===== src/rtl/uop_dispatch_buffer.sv =====
// In-order decoded-uop buffer between decode and the issue queues, with sequence-ID tagging.
// Optional same-cycle empty-buffer bypass is enabled by defining UOP_DISPATCH_BYPASS_EN.

package uopc;
  typedef enum logic [3:0] {
    UOP_NOP  = 4'd0,  UOP_ADD = 4'd1,  UOP_SUB = 4'd2,  UOP_AND = 4'd3,
    UOP_OR   = 4'd4,  UOP_XOR = 4'd5,  UOP_SLL = 4'd6,  UOP_SRL = 4'd7,
    UOP_LD   = 4'd8,  UOP_ST  = 4'd9,  UOP_BEQ = 4'd10, UOP_JAL = 4'd11,
    UOP_JALR = 4'd12, UOP_LUI = 4'd13, UOP_MUL = 4'd14, UOP_DIV = 4'd15
  } micro_opcode_t;
endpackage

package iqt;
  typedef enum logic [1:0] {
    IQ_INT = 2'd0, IQ_MEM = 2'd1, IQ_FP = 2'd2, IQ_BRU = 2'd3
  } queue_type_t;
endpackage

package exut;
  typedef enum logic [2:0] {
    EXU_ALU = 3'd0, EXU_MUL = 3'd1, EXU_DIV = 3'd2, EXU_LSU = 3'd3,
    EXU_BRU = 3'd4, EXU_FPU = 3'd5, EXU_CSR = 3'd6, EXU_NONE = 3'd7
  } exe_unit_type_t;
endpackage

package immt;
  typedef enum logic [2:0] {
    IMM_I = 3'd0, IMM_S = 3'd1, IMM_B = 3'd2, IMM_U = 3'd3,
    IMM_J = 3'd4, IMM_Z = 3'd5, IMM_SH = 3'd6, IMM_NONE = 3'd7
  } imm_type_t;
endpackage

module uop_dispatch_buffer #(
  parameter int DEPTH  = 8,
  parameter int NUM_IQ = 4,
  parameter int ID_W   = 6
) (
  input  logic                         clk,
  input  logic                         rst,
  input  logic                         flush,
  input  logic                         in_valid,
  output logic                         in_ready,
  input  uopc::micro_opcode_t          in_uopcode,
  input  iqt::queue_type_t             in_iq_type,
  input  exut::exe_unit_type_t         in_exu_type,
  input  immt::imm_type_t              in_imm_type,
  input  logic                         in_has_rd,
  input  logic                         in_has_rs1,
  input  logic                         in_has_rs2,
  input  logic                         in_is_br,
  input  logic                         in_is_jal,
  input  logic                         in_is_jalr,
  input  logic                         in_shadowable,
  input  logic                         in_under_shadow,
  input  logic [19:0]                  in_packed_imm,
  output logic                         out_valid,
  output uopc::micro_opcode_t          out_uopcode,
  output iqt::queue_type_t             out_iq_type,
  output exut::exe_unit_type_t         out_exu_type,
  output immt::imm_type_t              out_imm_type,
  output logic                         out_has_rd,
  output logic                         out_has_rs1,
  output logic                         out_has_rs2,
  output logic                         out_is_br,
  output logic                         out_is_jal,
  output logic                         out_is_jalr,
  output logic                         out_shadowable,
  output logic                         out_under_shadow,
  output logic [19:0]                  out_packed_imm,
  output logic [ID_W-1:0]              out_uop_id,
  input  logic [NUM_IQ-1:0]            iq_ready,
  output logic                         out_fire,
  output logic [$clog2(DEPTH+1)-1:0]   count
);

  localparam int PTR_W = $clog2(DEPTH);
  localparam int CNT_W = $clog2(DEPTH+1);

  typedef struct packed {
    uopc::micro_opcode_t  uopcode;
    iqt::queue_type_t     iq_type;
    exut::exe_unit_type_t exu_type;
    immt::imm_type_t      imm_type;
    logic                 has_rd;
    logic                 has_rs1;
    logic                 has_rs2;
    logic                 is_br;
    logic                 is_jal;
    logic                 is_jalr;
    logic                 shadowable;
    logic                 under_shadow;
    logic [19:0]          packed_imm;
    logic [ID_W-1:0]      id;
  } entry_t;

  entry_t             mem_q [DEPTH];
  entry_t             mem_d [DEPTH];
  logic [PTR_W-1:0]   head_q, head_d;
  logic [PTR_W-1:0]   tail_q, tail_d;
  logic [CNT_W-1:0]   count_q, count_d;
  logic [ID_W-1:0]    next_id_q, next_id_d;

  entry_t in_entry_s;
  entry_t out_entry_s;
  logic   full_s;
  logic   push_s;
  logic   bypass_s;
  logic   out_valid_s;
  logic   fire_s;
  logic   wr_s;
  logic   rd_s;

  // Ready of the issue queue selected by a type; out-of-range types select nothing.
  function automatic logic iq_sel(input logic [NUM_IQ-1:0] rdy, input iqt::queue_type_t t);
    logic r;
    r = 1'b0;
    for (int i = 0; i < NUM_IQ; i++) begin
      r = r | (rdy[i] & (32'(t) == 32'(i)));
    end
    return r;
  endfunction

  // Handshake, head selection (FIFO head or bypassed input) and dispatch decision.
  always_comb begin
    in_entry_s.uopcode      = in_uopcode;
    in_entry_s.iq_type      = in_iq_type;
    in_entry_s.exu_type     = in_exu_type;
    in_entry_s.imm_type     = in_imm_type;
    in_entry_s.has_rd       = in_has_rd;
    in_entry_s.has_rs1      = in_has_rs1;
    in_entry_s.has_rs2      = in_has_rs2;
    in_entry_s.is_br        = in_is_br;
    in_entry_s.is_jal       = in_is_jal;
    in_entry_s.is_jalr      = in_is_jalr;
    in_entry_s.shadowable   = in_shadowable;
    in_entry_s.under_shadow = in_under_shadow;
    in_entry_s.packed_imm   = in_packed_imm;
    in_entry_s.id           = next_id_q;

    full_s   = (count_q == CNT_W'(DEPTH));
    in_ready = !full_s && !flush;
    push_s   = in_valid && in_ready;
`ifdef UOP_DISPATCH_BYPASS_EN
    bypass_s = (count_q == CNT_W'(0)) && push_s && iq_sel(iq_ready, in_iq_type);
`else
    bypass_s = 1'b0;
`endif

    // Outputs are zeroed while empty so the ID reads 0 out of reset.
    if (bypass_s) begin
      out_valid_s = 1'b1;
      out_entry_s = in_entry_s;
    end else if (count_q != CNT_W'(0)) begin
      out_valid_s = 1'b1;
      out_entry_s = mem_q[head_q];
    end else begin
      out_valid_s = 1'b0;
      out_entry_s = '0;
    end

    fire_s = out_valid_s && iq_sel(iq_ready, out_entry_s.iq_type);
    wr_s   = push_s && !bypass_s;
    rd_s   = fire_s && !bypass_s;
  end

  // Next-state for storage, pointers, occupancy and sequence ID.
  always_comb begin
    mem_d     = mem_q;
    head_d    = head_q;
    tail_d    = tail_q;
    count_d   = count_q;
    next_id_d = next_id_q;
    if (flush) begin
      head_d  = PTR_W'(0);
      tail_d  = PTR_W'(0);
      count_d = CNT_W'(0);
    end else begin
      if (wr_s) begin
        mem_d[tail_q] = in_entry_s;
        tail_d        = tail_q + PTR_W'(1);
      end else begin
        tail_d = tail_q;
      end
      if (rd_s) begin
        head_d = head_q + PTR_W'(1);
      end else begin
        head_d = head_q;
      end
      case ({wr_s, rd_s})
        2'b10:   count_d = count_q + CNT_W'(1);
        2'b01:   count_d = count_q - CNT_W'(1);
        default: count_d = count_q;
      endcase
      if (push_s) begin
        next_id_d = next_id_q + ID_W'(1);
      end else begin
        next_id_d = next_id_q;
      end
    end
  end

  // Control state with synchronous reset.
  always_ff @(posedge clk) begin
    if (rst) begin
      head_q    <= PTR_W'(0);
      tail_q    <= PTR_W'(0);
      count_q   <= CNT_W'(0);
      next_id_q <= ID_W'(0);
    end else begin
      head_q    <= head_d;
      tail_q    <= tail_d;
      count_q   <= count_d;
      next_id_q <= next_id_d;
    end
  end

  // Payload storage needs no reset; validity comes from count_q.
  always_ff @(posedge clk) begin
    mem_q <= mem_d;
  end

  assign out_valid        = out_valid_s;
  assign out_fire         = fire_s;
  assign out_uopcode      = out_entry_s.uopcode;
  assign out_iq_type      = out_entry_s.iq_type;
  assign out_exu_type     = out_entry_s.exu_type;
  assign out_imm_type     = out_entry_s.imm_type;
  assign out_has_rd       = out_entry_s.has_rd;
  assign out_has_rs1      = out_entry_s.has_rs1;
  assign out_has_rs2      = out_entry_s.has_rs2;
  assign out_is_br        = out_entry_s.is_br;
  assign out_is_jal       = out_entry_s.is_jal;
  assign out_is_jalr      = out_entry_s.is_jalr;
  assign out_shadowable   = out_entry_s.shadowable;
  assign out_under_shadow = out_entry_s.under_shadow;
  assign out_packed_imm   = out_entry_s.packed_imm;
  assign out_uop_id       = out_entry_s.id;
  assign count            = count_q;

endmodule

===== config.mk =====
export PLATFORM = sky130hd
export DESIGN_NAME = uop_dispatch_buffer
export DESIGN_NICKNAME = d
export VERILOG_FILES = /design/src/rtl/uop_dispatch_buffer.sv
export SDC_FILE = /design/constraint.sdc
export NUM_CORES = 1
export LEC_CHECK = 0
export CORE_ASPECT_RATIO = 0.9
export CORE_MARGIN = 2
export CORE_UTILIZATION = 33
export DETAILED_ROUTE_END_ITERATION = 12
export PLACE_DENSITY = 0.58
export SLEW_MARGIN = 40
export SYNTH_ARGS = -nofsm -noshare
export SYNTH_HDL_FRONTEND = slang
export SYNTH_SLANG_ARGS = --single-unit

===== constraint.sdc =====
create_clock -name clk -period 9.4 [get_ports clk]
set_input_delay 1.41 -clock clk [delete_from_list [all_inputs] [get_ports clk]]
set_output_delay 1.41 -clock clk [all_outputs]
set_load 0.05 [all_outputs]

==> results.md <==
- Power Density: around 200 mW/mm2
- Ys flop type: edfxtp_1
- Reg2reg path depth: 13
- Crit-path cells: buf_4 -> nor2b_1 -> a2bb2oi_1 -> nand3_1 -> a211oi_2 -> or2_4 -> clkdlybuf4s50_1
- Fmax achieved: 194 MHz
- P_sw: approximately 0.74 mW
- Hold path cells: 2
- Final Net Count: between 800 and 900
- Vias per cell: roughly 4.8
- Die height: roughly 200 um
- Largest net degree at the start of global routing: 49
- Net count after synthesis: 754
- CP Depth: 7
- Post-CTS Setup Inserts: 0
- CP endpoint kind: output pin
- Ys async rst share: 0
- Synth Instances: between 600 and 700
- Layout area overhead: 21.1%
- Slew @ Worst Pin: ~0.73 ns
- GP Congestion: between 0.6 and 0.7
- FF-to-FF Start: head_q[2]
- Core area: approximately 0.044 mm2
- Clock power frac: 0.427
- Top Ports: just over 100
- Post_cts resized: 0
- Worst-skew pair later-pin latency: approximately 0.53 ns
- Critical Path Max Stage Delay: about 0.8 ns
- Initial antenna violation count: 2
- Synthesis Warnings: 0
- Crit. Startpoint: head_q[2]
- Clock-pin slew on the worst setup and hold paths: approximately 0.06 ns
- CTS hold repair buffers: 0
- Avg Inst Size Synth: 21.2 um2
- DP HPWL: 16500 um
- Number of DRC markers in iteration 0: between 400 and 500
- First-pass GRT wire length: between 40000 and 50000 um
- Internal Pwr Total: ~2.9 mW
- Layout Cells excl Fill: 1454
- Root Driver: clkbuf_16
- Worst VDD drop: roughly 0.15 mV
- Comb pwr share: 0.053
- Rows: 73
- Vias in the first global route: a little over 7000
- Required @ worst endpoint: about 8.0 ns
- DRC errors left: 0
- RSZ-0062 raised after global routing: false
- Routed Antenna Nets: 0
- Remaining global-route overflow: 0
- CP top delay family: buffers and inverters
- Max_slew headroom: 0.513
- Outcome: finished, final reports clean
- Ratio of cells with drive above 1 in the final layout: 0.219
- Yosys top cell area share: 0.745
- Clock Skew: 0.0150 ns
- Hold path start: count[3]
- Sum Neg Setup Slack: 0 ns
- CTS max path bufs: 3
- Final Hold Viols: 0
- Starting density of the core: 0.335
- Crit path DAT: roughly 3.8 ns
- Post-synth top area cell: edfxtp_1
- Port buffer count: 100
- Die area: 0.0467 mm2
- Most common cell after layout, fill and taps aside: edfxtp_1
- Initial DRT Pass Iterations: 4
- CTS Buf Count: just over 40
- Fillers: between 3000 and 4000
- Final setup viols: 0
- #FFs+latches synth: ~380
- Worst setup SP type: flip-flop
- Hold Path Class: flip-flop to flip-flop
- Worst Path Buf+Inv: 2
- Most frequent cells in the layout: edfxtp_1 (368), clkdlybuf4s50_1 (100), mux4_2 (90), nor2_1 (60), mux2i_1 (50)
- Type of the worst setup path: flip-flop to output pin
- Final Max Tran Viols: 0
- Max-cap check violation count: 0
- Drt total wl: about 30000 um
- Total track usage: 0.132
- Seq pwr share: 0.520
- H-Tree Level Count: 2
- LEAKAGE: 5.42 nW
- Chip width: around 230 um
- CTS tree: yes
- Vias: 6911
- Sequential share of the synthesized area: 0.766
- Sw Ratio: 0.204
- Crit path max fanout: 30
- Wire per inst: ~21 um
- Synth area leaders: edfxtp_1 (74%), mux4_2 (14%), mux2i_1 (3.4%), dfxtp_1 (2.2%), nor2_1 (1.5%)
- Slowest-stage cell, CP: clkdlybuf4s50_1
- Final cycle utilization of the critical path: 0.549
- Placed insts: roughly 1400
- Netlist cell types: 41
- Num Clock Sinks: between 300 and 400
- Post-synth design cell area: between 0.01 and 0.015 mm2
- Post-route minimum period: between 5 and 6 ns
- Post-synth EDFFs: approximately 370
layout make-up:
type / instances / area, um2 / area share
clock inverter: 15 / 148 / 0.00822
tap: 600 / 751 / 0.0418
inverter: 5 / 18.8 / 0.00104
multi-input combinational: 273 / 3330 / 0.185
clock buffer: 54 / 1150 / 0.0638
timing repair buffer: 122 / 1190 / 0.0665
sequential: 384 / 11400 / 0.633
antenna: 1 / 2.50 / 0.000139
synthesized netlist by cell type, drive strengths merged (2+ instances only):
master  number
or2          2
nand4        2
or3          2
mux2i       50
mux4        90
xor2         7
nand2       14
inv          5
ha           6
and3         3
dfxtp       16
buf         21
nor3         3
a21oi        7
nor3b        2
clkbuf      16
nor2        61
nor2b        2
o21ai        4
xnor2        3
nor4b        2
nor4         2
edfxtp     368
state kept, by name, indices dropped and copies added, names as in the netlist:
signal,flops
head_q,3
count,4
next_id_q,6
tail_q,3
mem_q,368
worst paths after layout:
kind / to / slack (ns)
setup / recovery: out_fire / 4.24
hold / removal: count[3] / 0.58
setup reg to reg: count[3] / 5.50
hold reg to reg: count[3] / 0.58
stage by stage:
step	setup slack, ns	hold slack (ns)	power, mW	area, um2	util
final	4.24	0.583	3.64	18000	0.406
after detailed placement	4.61	0.583	2.12	16700	0.376
after floorplan	1.47	0.517	2.04	14800	-
after CTS	4.14	0.588	3.69	18000	0.406
after global routing	3.93	0.624	3.77	18000	0.406
after global placement	4.21	0.568	2.12	16600	0.375
metal layers:
layer | up-vias | wire, um | track usage
met3 | 37 | 1330 | 0.0288
met5 | - | 8 | 0
met1 | 3643 | 13700 | 0.181
li1 | 3111 | - | -
met4 | 2 | 450 | 0.0317
met2 | 118 | 14700 | 0.215
worst reg2reg max path, delay by kind of cell (launching register included):
| kind | cells | cell delay [ns] |
|---|---|---|
| buffers and inverters | 1 | 0.60 |
| adder cells (fa/ha/maj) | 2 | 0.53 |
| AND/OR/NAND/NOR | 3 | 0.71 |
| XOR/XNOR | 1 | 0.09 |
| AO/OA/AOI/OAI | 6 | 1.24 |
| flip-flops | 1 | 0.65 |
cells by family after synthesis:
kind of cell | count (synthesis) | share of synthesized area
adder cells (fa/ha/maj) | 7 | 0.00641
XOR/XNOR | 10 | 0.00590
buffers and inverters | 42 | 0.0133
multiplexers | 141 | 0.171
AND/OR/NAND/NOR | 97 | 0.0290
flip-flops | 384 | 0.766
AO/OA/AOI/OAI | 18 | 0.00784
power by group through the flow:
stage / Sequential [mW] / Clock (mW) / Combinational [mW]
after floorplan: 1.93 / 0 / 0.110
after global placement: 1.93 / 0 / 0.191
after detailed placement: 1.93 / 0 / 0.195
after CTS: 1.89 / 1.60 / 0.196
after global routing: 1.89 / 1.67 / 0.206
final: 1.89 / 1.55 / 0.191
No activity file was read; power rests on OpenSTA's default activity.
